<file path="src/rtl/pipe_hazard_ctrl.sv">
// pipe_hazard_ctrl: hold/flush/bubble sequencer for the 5-stage pipeline registers.
// Optional performance counters are built when PIPE_HZD_PERF_EN is defined.
module pipe_hazard_ctrl #(
  parameter int MEM_TIMEOUT = 16,
  parameter int CNT_W = 32
) (
  input  logic             clk,
  input  logic             reset,
  input  logic [4:0]       id_rs1,
  input  logic [4:0]       id_rs2,
  input  logic             ex_memread,
  input  logic [4:0]       ex_rd,
  input  logic             ex_redirect,
  input  logic             mem_req,
  input  logic             mem_ready,
  output logic             pc_write_en,
  output logic             if_id_write_en,
  output logic             if_id_flush,
  output logic             id_ex_flush,
  output logic             ex_mem_write_en,
  output logic             mem_wb_write_en,
  output logic             mem_timeout,
  output logic [CNT_W-1:0] stall_cnt,
  output logic [CNT_W-1:0] flush_cnt
);
  localparam logic [1:0] RUN = 2'd0, MEM_WAIT = 2'd1, HALT = 2'd2;
  localparam logic [7:0] WAIT_LAST = 8'(MEM_TIMEOUT - 1);
  logic [1:0] state;
  logic [7:0] wcnt;
  logic load_use, frozen, eval;
  assign load_use = ex_memread && ex_rd != 5'd0 && (ex_rd == id_rs1 || ex_rd == id_rs2);
  assign frozen = state == HALT || (state == MEM_WAIT ? !mem_ready : mem_req && !mem_ready);
  assign eval = !frozen;
  // A redirect squashes the ID instruction, so it overrides any load-use stall.
  assign pc_write_en = !reset && eval && (ex_redirect || !load_use);
  assign if_id_write_en = pc_write_en;
  assign if_id_flush = reset || (eval && ex_redirect);
  assign id_ex_flush = reset || (eval && (ex_redirect || load_use));
  assign ex_mem_write_en = !reset && eval;
  assign mem_wb_write_en = !reset && eval;
  always_ff @(posedge clk or posedge reset) begin
    if (reset) begin
      state <= RUN;
      wcnt <= 8'd0;
      mem_timeout <= 1'b0;
    end else if (state == MEM_WAIT) begin
      if (mem_ready) state <= RUN;
      else if (wcnt == WAIT_LAST) begin
        state <= HALT;
        mem_timeout <= 1'b1;
      end else wcnt <= wcnt + 8'd1;
    end else if (state != HALT && frozen) begin
      state <= MEM_WAIT;
      wcnt <= 8'd1;
    end
  end
`ifdef PIPE_HZD_PERF_EN
  always_ff @(posedge clk or posedge reset) begin
    if (reset) begin
      stall_cnt <= '0;
      flush_cnt <= '0;
    end else begin
      if (eval && ex_redirect) flush_cnt <= flush_cnt + CNT_W'(1);
      if (eval && !ex_redirect && load_use) stall_cnt <= stall_cnt + CNT_W'(1);
    end
  end
`else
  assign stall_cnt = '0;
  assign flush_cnt = '0;
`endif
endmodule

</file>
<file path="config.mk">
export PLATFORM = sky130hd
export DESIGN_NAME = pipe_hazard_ctrl
export DESIGN_NICKNAME = d
export VERILOG_FILES = /design/src/rtl/pipe_hazard_ctrl.sv
export SDC_FILE = /design/constraint.sdc
export NUM_CORES = 1
export LEC_CHECK = 0
export ABC_AREA = 1
export CAP_MARGIN = 40
export CELL_PAD_IN_SITES_DETAIL_PLACEMENT = 0
export CELL_PAD_IN_SITES_GLOBAL_PLACEMENT = 1
export CORE_UTILIZATION = 21
export DETAILED_ROUTE_END_ITERATION = 12
export GPL_ROUTABILITY_DRIVEN = 0
export PLACE_DENSITY_LB_ADDON = 0.1
export SYNTH_ARGS = -nofsm -noshare
export SYNTH_HDL_FRONTEND = slang
export SYNTH_SLANG_ARGS = --single-unit
</file>
<file path="constraint.sdc">
create_clock -name clk -period 1.45 [get_ports clk]
set_input_delay 0.2175 -clock clk [delete_from_list [all_inputs] [get_ports clk]]
set_output_delay 0.2175 -clock clk [all_outputs]
set_load 0.02 [all_outputs]
</file>
Word level (Yosys, flattened, before mapping)
Index checks and enable logic that the tools add are counted.
{"block": "totals", "register_bits": 11, "inputBits": 21, "elab_cells": 46}
{"block": "classes", "n_bitwise": 1, "n_mux": 9, "reduce_logical": 23, "n_eq_ne": 9, "add_sub_neg": 1}
{"operator": "$mux W8", "count": 4}
{"operator": "$eq A5 B5 Y1", "count": 2}
{"operator": "$add A8 B1 Y8 const B", "count": 1}
{"operator": "$eq A8 B4 Y1 const B", "count": 1}
{"operator": "$logic_and A1 B1 Y1", "count": 8}
{"operator": "$mux W2", "count": 4}
{"operator": "$logic_or A1 B1 Y1", "count": 6}
{"operator": "$ne A2 B2 Y1 const B", "count": 3}
{"operator": "$reduce_and A3 Y1", "count": 2}
{"operator": "$reduce_bool A5 Y1", "count": 1}
{"operator": "$logic_not A1 Y1", "count": 4}
{"operator": "$ne A3 B2 Y1 const B", "count": 1}
{"operator": "$eq A2 B1 Y1 const B", "count": 1}
{"operator": "$eq A2 B2 Y1 const B", "count": 1}
{"operator": "$reduce_and A2 Y1", "count": 1}
{"operator": "$reduce_bool A2 Y1", "count": 1}
{"operator": "$mux W1", "count": 1}
{"operator": "$not A1 Y1", "count": 1}

Depth between registers and ports, before layout
{"block": "depth", "word_depth": 7, "ltp_mapped": 10, "mapped_depth_nobuf": 9}

Least setup slack after synthesis
No wires, ideal clock.
{"block": "synth_path", "kind": "register -> output", "startpoint": "register state[0]", "endpoint": "output id_ex_flush", "required_time_ns": 1.233, "path_slack_ns": -0.236, "path_buffers": 0, "t_arrival_ns": 1.468, "stages_incl_launch_ff": 8, "path_cell_list": "dfrtp_1 > inv_1 > nor2_4 > nand2_2 > nand3_1 > o21ai_0 > inv_1 > nand2_1"}
{"block": "synth_via", "elab_chain_cells": 6}
{"item": "start: declaration", "line_no": "28", "source": "logic [1:0] state;"}
{"item": "start signal: assignment", "line_no": "43", "source": "state <= RUN;"}
{"item": "start signal: assignment", "line_no": "47", "source": "if (mem_ready) state <= RUN;"}
{"item": "start signal: assignment", "line_no": "49", "source": "state <= HALT;"}
{"item": "$eq A2 B1 Y1", "line_no": "32", "source": "assign frozen = state == HALT || (state == MEM_WAIT ? !mem_ready : mem_req && !mem_ready);"}
{"item": "$mux W1", "line_no": "32"}
{"item": "$logic_or A1 B1 Y1 (*)", "line_no": "32"}
{"item": "$logic_not A1 Y1 (*)", "line_no": "33", "source": "assign eval = !frozen;"}
{"item": "$logic_and A1 B1 Y1 (*)", "line_no": "38", "source": "assign id_ex_flush = reset || (eval && (ex_redirect || load_use));"}
{"item": "$logic_or A1 B1 Y1 (*)", "line_no": "38"}
{"item": "end: declaration", "line_no": "19", "source": "output logic id_ex_flush,"}
Every way passes the cells marked *; elsewhere a longest branch is shown, timed or not.

Worst setup path in the final report
{"block": "layout_path", "startpoint": "input mem_ready", "endpoint": "output pc_write_en"}
{"block": "layout_via", "elab_chain_cells": 7}
{"item": "start: declaration", "line_no": "15", "source": "input logic mem_ready,"}
{"item": "$logic_not A1 Y1 (*)", "line_no": "32"}
{"item": "$logic_and A1 B1 Y1", "line_no": "32"}
{"item": "$mux W1 (*)", "line_no": "32"}
{"item": "$logic_or A1 B1 Y1 (*)", "line_no": "32"}
{"item": "$logic_not A1 Y1 (*)", "line_no": "33"}
{"item": "$logic_and A1 B1 Y1 (*) (2 in a row)", "line_no": "35", "source": "assign pc_write_en = !reset && eval && (ex_redirect || !load_use);"}
{"item": "end: declaration", "line_no": "16", "source": "output logic pc_write_en,"}
Marks and branches as above.

==> reports/results.txt <==
outcome -> complete, but fails checks
failing checks -> DRC, setup timing
vias in the first global route -> 885
clk_lat worst skew -> 0.24 ns
drt first pass iters -> 10
Max Used Layer -> met3
Initial DRC Count -> 50
Startpoint Class -> input pin
Crit Path Class -> in -> out
WP data required -> 1.23 ns
Placeable Area -> 6350 µm²
root buffer cell -> clkbuf_8
crit-path cells -> clkdlybuf4s50_1 -> inv_1 -> nand2_2 -> nand3_4 -> nor2_4 -> nand2_2 -> inv_2 -> buf_6
wl on met1 -> 1350 µm
Layout area overhead -> 25.5%
crit-path max FO -> 3
Mapped Cells -> 207
Static Leakage -> 0.990 nW
CTS H-tree lvls -> 1
maxcap violations -> 0
final wirelength -> 2770 µm
RSZ-0062 raised after global routing -> true
fmax -> 650 MHz
clock skew -> 0.00198 ns
WP buf/inv -> 4
Slowest-stage cell, CP -> clkdlybuf4s50_1
Critical Path End Type -> primary output
diode count -> 0
Hold Fails Final Rpt -> 0
crit share post-route -> 106%
metal2 WL -> 1260 µm
IO buf count -> 27
Post-Synth Simple-Gate Area -> 25.0%
CTS tree -> yes
Finish-stage setup viols -> 5
Netlist cell types -> 25
Hold Buf Count CTS -> 0
register bit total from synthesis -> 11
Slowest Stage Delay on Critical Path -> 0.46 ns
clock-pin slew on the worst setup and hold paths -> 0.05 ns
PD cells -> 990 nW/µm²
DR vias -> 1124
fraction of synthesized area in multiplexers -> 0%
CTS max path bufs -> 2
TritonCTS Sinks -> 11
largest net degree at the start of global routing -> 12
die height -> 83.1 µm
Met3 Wirelength -> 154 µm
Nets -> 276
Worst Path Arrival -> 1.32 ns
DPL Wire Length -> 2300 µm
global-route wire length before repair -> 4350 µm
number of routed nets with antenna violations -> 0
Tmin final -> 1.54 ns
register area share after synthesis -> 19.9%
IO Pins -> 92
GRT Total Usage -> 7.79%
Synth Area in Compound Gates -> 6.61%
DR WL/cell -> 8.38 µm
DRC viols -> 1
row count -> 29
GRT overflow -> 0
routed vias/inst -> 3.41
mapped cell area -> 1380 µm²
largest family of logic cells by synthesized area -> buffers and inverters
Post-Synth XOR/XNOR Area -> 2.54%
DP Area -> 1630 µm²
mean post-synth cell area -> 6.67 µm²
initial antenna violation count -> 0
crit path setup slack, layout -> -0.0887 ns
synthesis warning total -> 0
Max Slew Vio Count -> 0
fraction of the mapped netlist area in adder cells -> 0.906%
Die X -> 83.1 µm
Util after Layout -> 27.3%
most frequent CP cell -> nand2_2
TritonCTS buffer count -> 3
Hold WC Path Type -> in -> async
fin area -> 1730 µm²
Starting Density -> 21.8%
Worst VDD drop -> 0.000449 V
share of cells above drive strength 1 -> 20.6%
Power Total -> 1.72 mW
Top delay family on crit path -> buffers and inverters
Die Area -> 6910 µm²
==> cell usage after synthesis <==
master	number	area, µm²
ha_1	1	12.5
nand3_2	2	20.0
o21a_1	1	7.51
nand2_1	43	161
o21ai_1	3	15.0
a21oi_1	2	10.0
inv_4	1	6.26
inv_1	30	113
nand2_2	1	6.26
o21ai_0	7	35.0
inv_2	1	3.75
dfrtp_1	11	275
nand2_4	1	11.3
nor2_4	1	11.3
conb_1	1	3.75
o21ai_4	1	16.3
xnor2_1	2	17.5
nand3b_1	2	15.0
buf_4	66	495
nand4_1	2	12.5
nand3_1	10	50.1
nor2_1	14	52.6
xor2_1	2	17.5
nor3_1	1	5.00
o21bai_1	1	7.51
==> metrics by stage <==
step | cells | setup TNS [ns] | setup slack (ns) | hold slack [ns]
after floorplan | 270 | 0 | 0.0115 | 0.0852
after global placement | 324 | -4.63 | -0.795 | 0.463
after detailed placement | 324 | -4.66 | -0.779 | 0.451
after CTS | 329 | -0.328 | -0.102 | 0.425
after global routing | 330 | -0.714 | -0.165 | 0.460
final | 330 | -0.264 | -0.0887 | 0.412
==> layout make-up <==
class	instances	area, µm²
sequential	11	275
inverter	32	125
clock buffer	4	45.0
tap	77	96.3
fill	703	4620
timing repair buffer	45	384
multi-input combinational	161	807
==> per-layer routing <==
metal  global-route usage, %  up-vias
met5                       0        -
met3                    2.09        0
li1                        -      590
met2                    12.0       59
met4                    1.88        0
met1                    10.8      475
==> worst reg2reg max path, stage by stage (launching register included) <==
cell and delay (ns):
dfrtp_1 0.39, ha_4 0.18, nand3_4 0.09, o21ai_4 0.26, inv_2 0.10, o21ai_0 0.19, nand2_1 0.06
==> cell families (layout without fill, tap and decap cells) <==
kind of cell,after synthesis,count (layout)
AND/OR/NAND/NOR,77,77
XOR/XNOR,4,4
buffers and inverters,98,81
adder cells (fa/ha/maj),1,1
flip-flops,11,11
AO/OA/AOI/OAI,15,15
other,1,64
==> final timing paths <==
| check | slack [ns] | end | cells after the start | from |
|---|---|---|---|---|
| worst max-delay path | -0.09 | pc_write_en | 8 | mem_ready |
| worst min-delay path | 0.41 | state[1] | 3 | reset |
| worst max register to register | 0.08 | state[1] | 6 | wcnt[1] |
| worst min register to register | 0.47 | mem_timeout | 2 | mem_timeout |
| max in group asynchronous | 0.89 | wcnt[2] | 3 | reset |
| min in group clk | 0.47 | mem_timeout | 2 | mem_timeout |
==> power by group <==
group	switching, mW	internal [mW]
Combinational	0.585	0.375
Sequential	0.0694	0.367
Clock	0.125	0.194
Total	0.780	0.936
==> cell usage in the layout, fill, tap and decap left out, types with 3 or more instances in the layout <==
master | netlist | routed
buf_6 | 0 | 4
clkdlybuf4s50_1 | 0 | 7
inv_1 | 30 | 24
nor2_1 | 14 | 11
nand2_2 | 1 | 3
buf_4 | 66 | 19
nand2_1 | 43 | 40
clkbuf_8 | 0 | 3
inv_2 | 1 | 7
dfrtp_1 | 11 | 11
nand3_4 | 0 | 3
nand3_1 | 10 | 8
conb_1 | 1 | 64
o21ai_0 | 7 | 6
dlygate4sd2_1 | 0 | 11
o21ai_1 | 3 | 3
==> state kept, by name, indices dropped and copies added (netlist names) <==
name	cells
wcnt	8
state	2
mem_timeout	1
==> repair_timing <==
item	in CTS	in global routing
gates resized for setup	57	13
buffers inserted	1	2
hold endpoints to repair	0	0
setup endpoints to repair	6	16
pin swaps	13	11
cloned	0	0
Note: power is estimated with default switching activity, not from simulation.
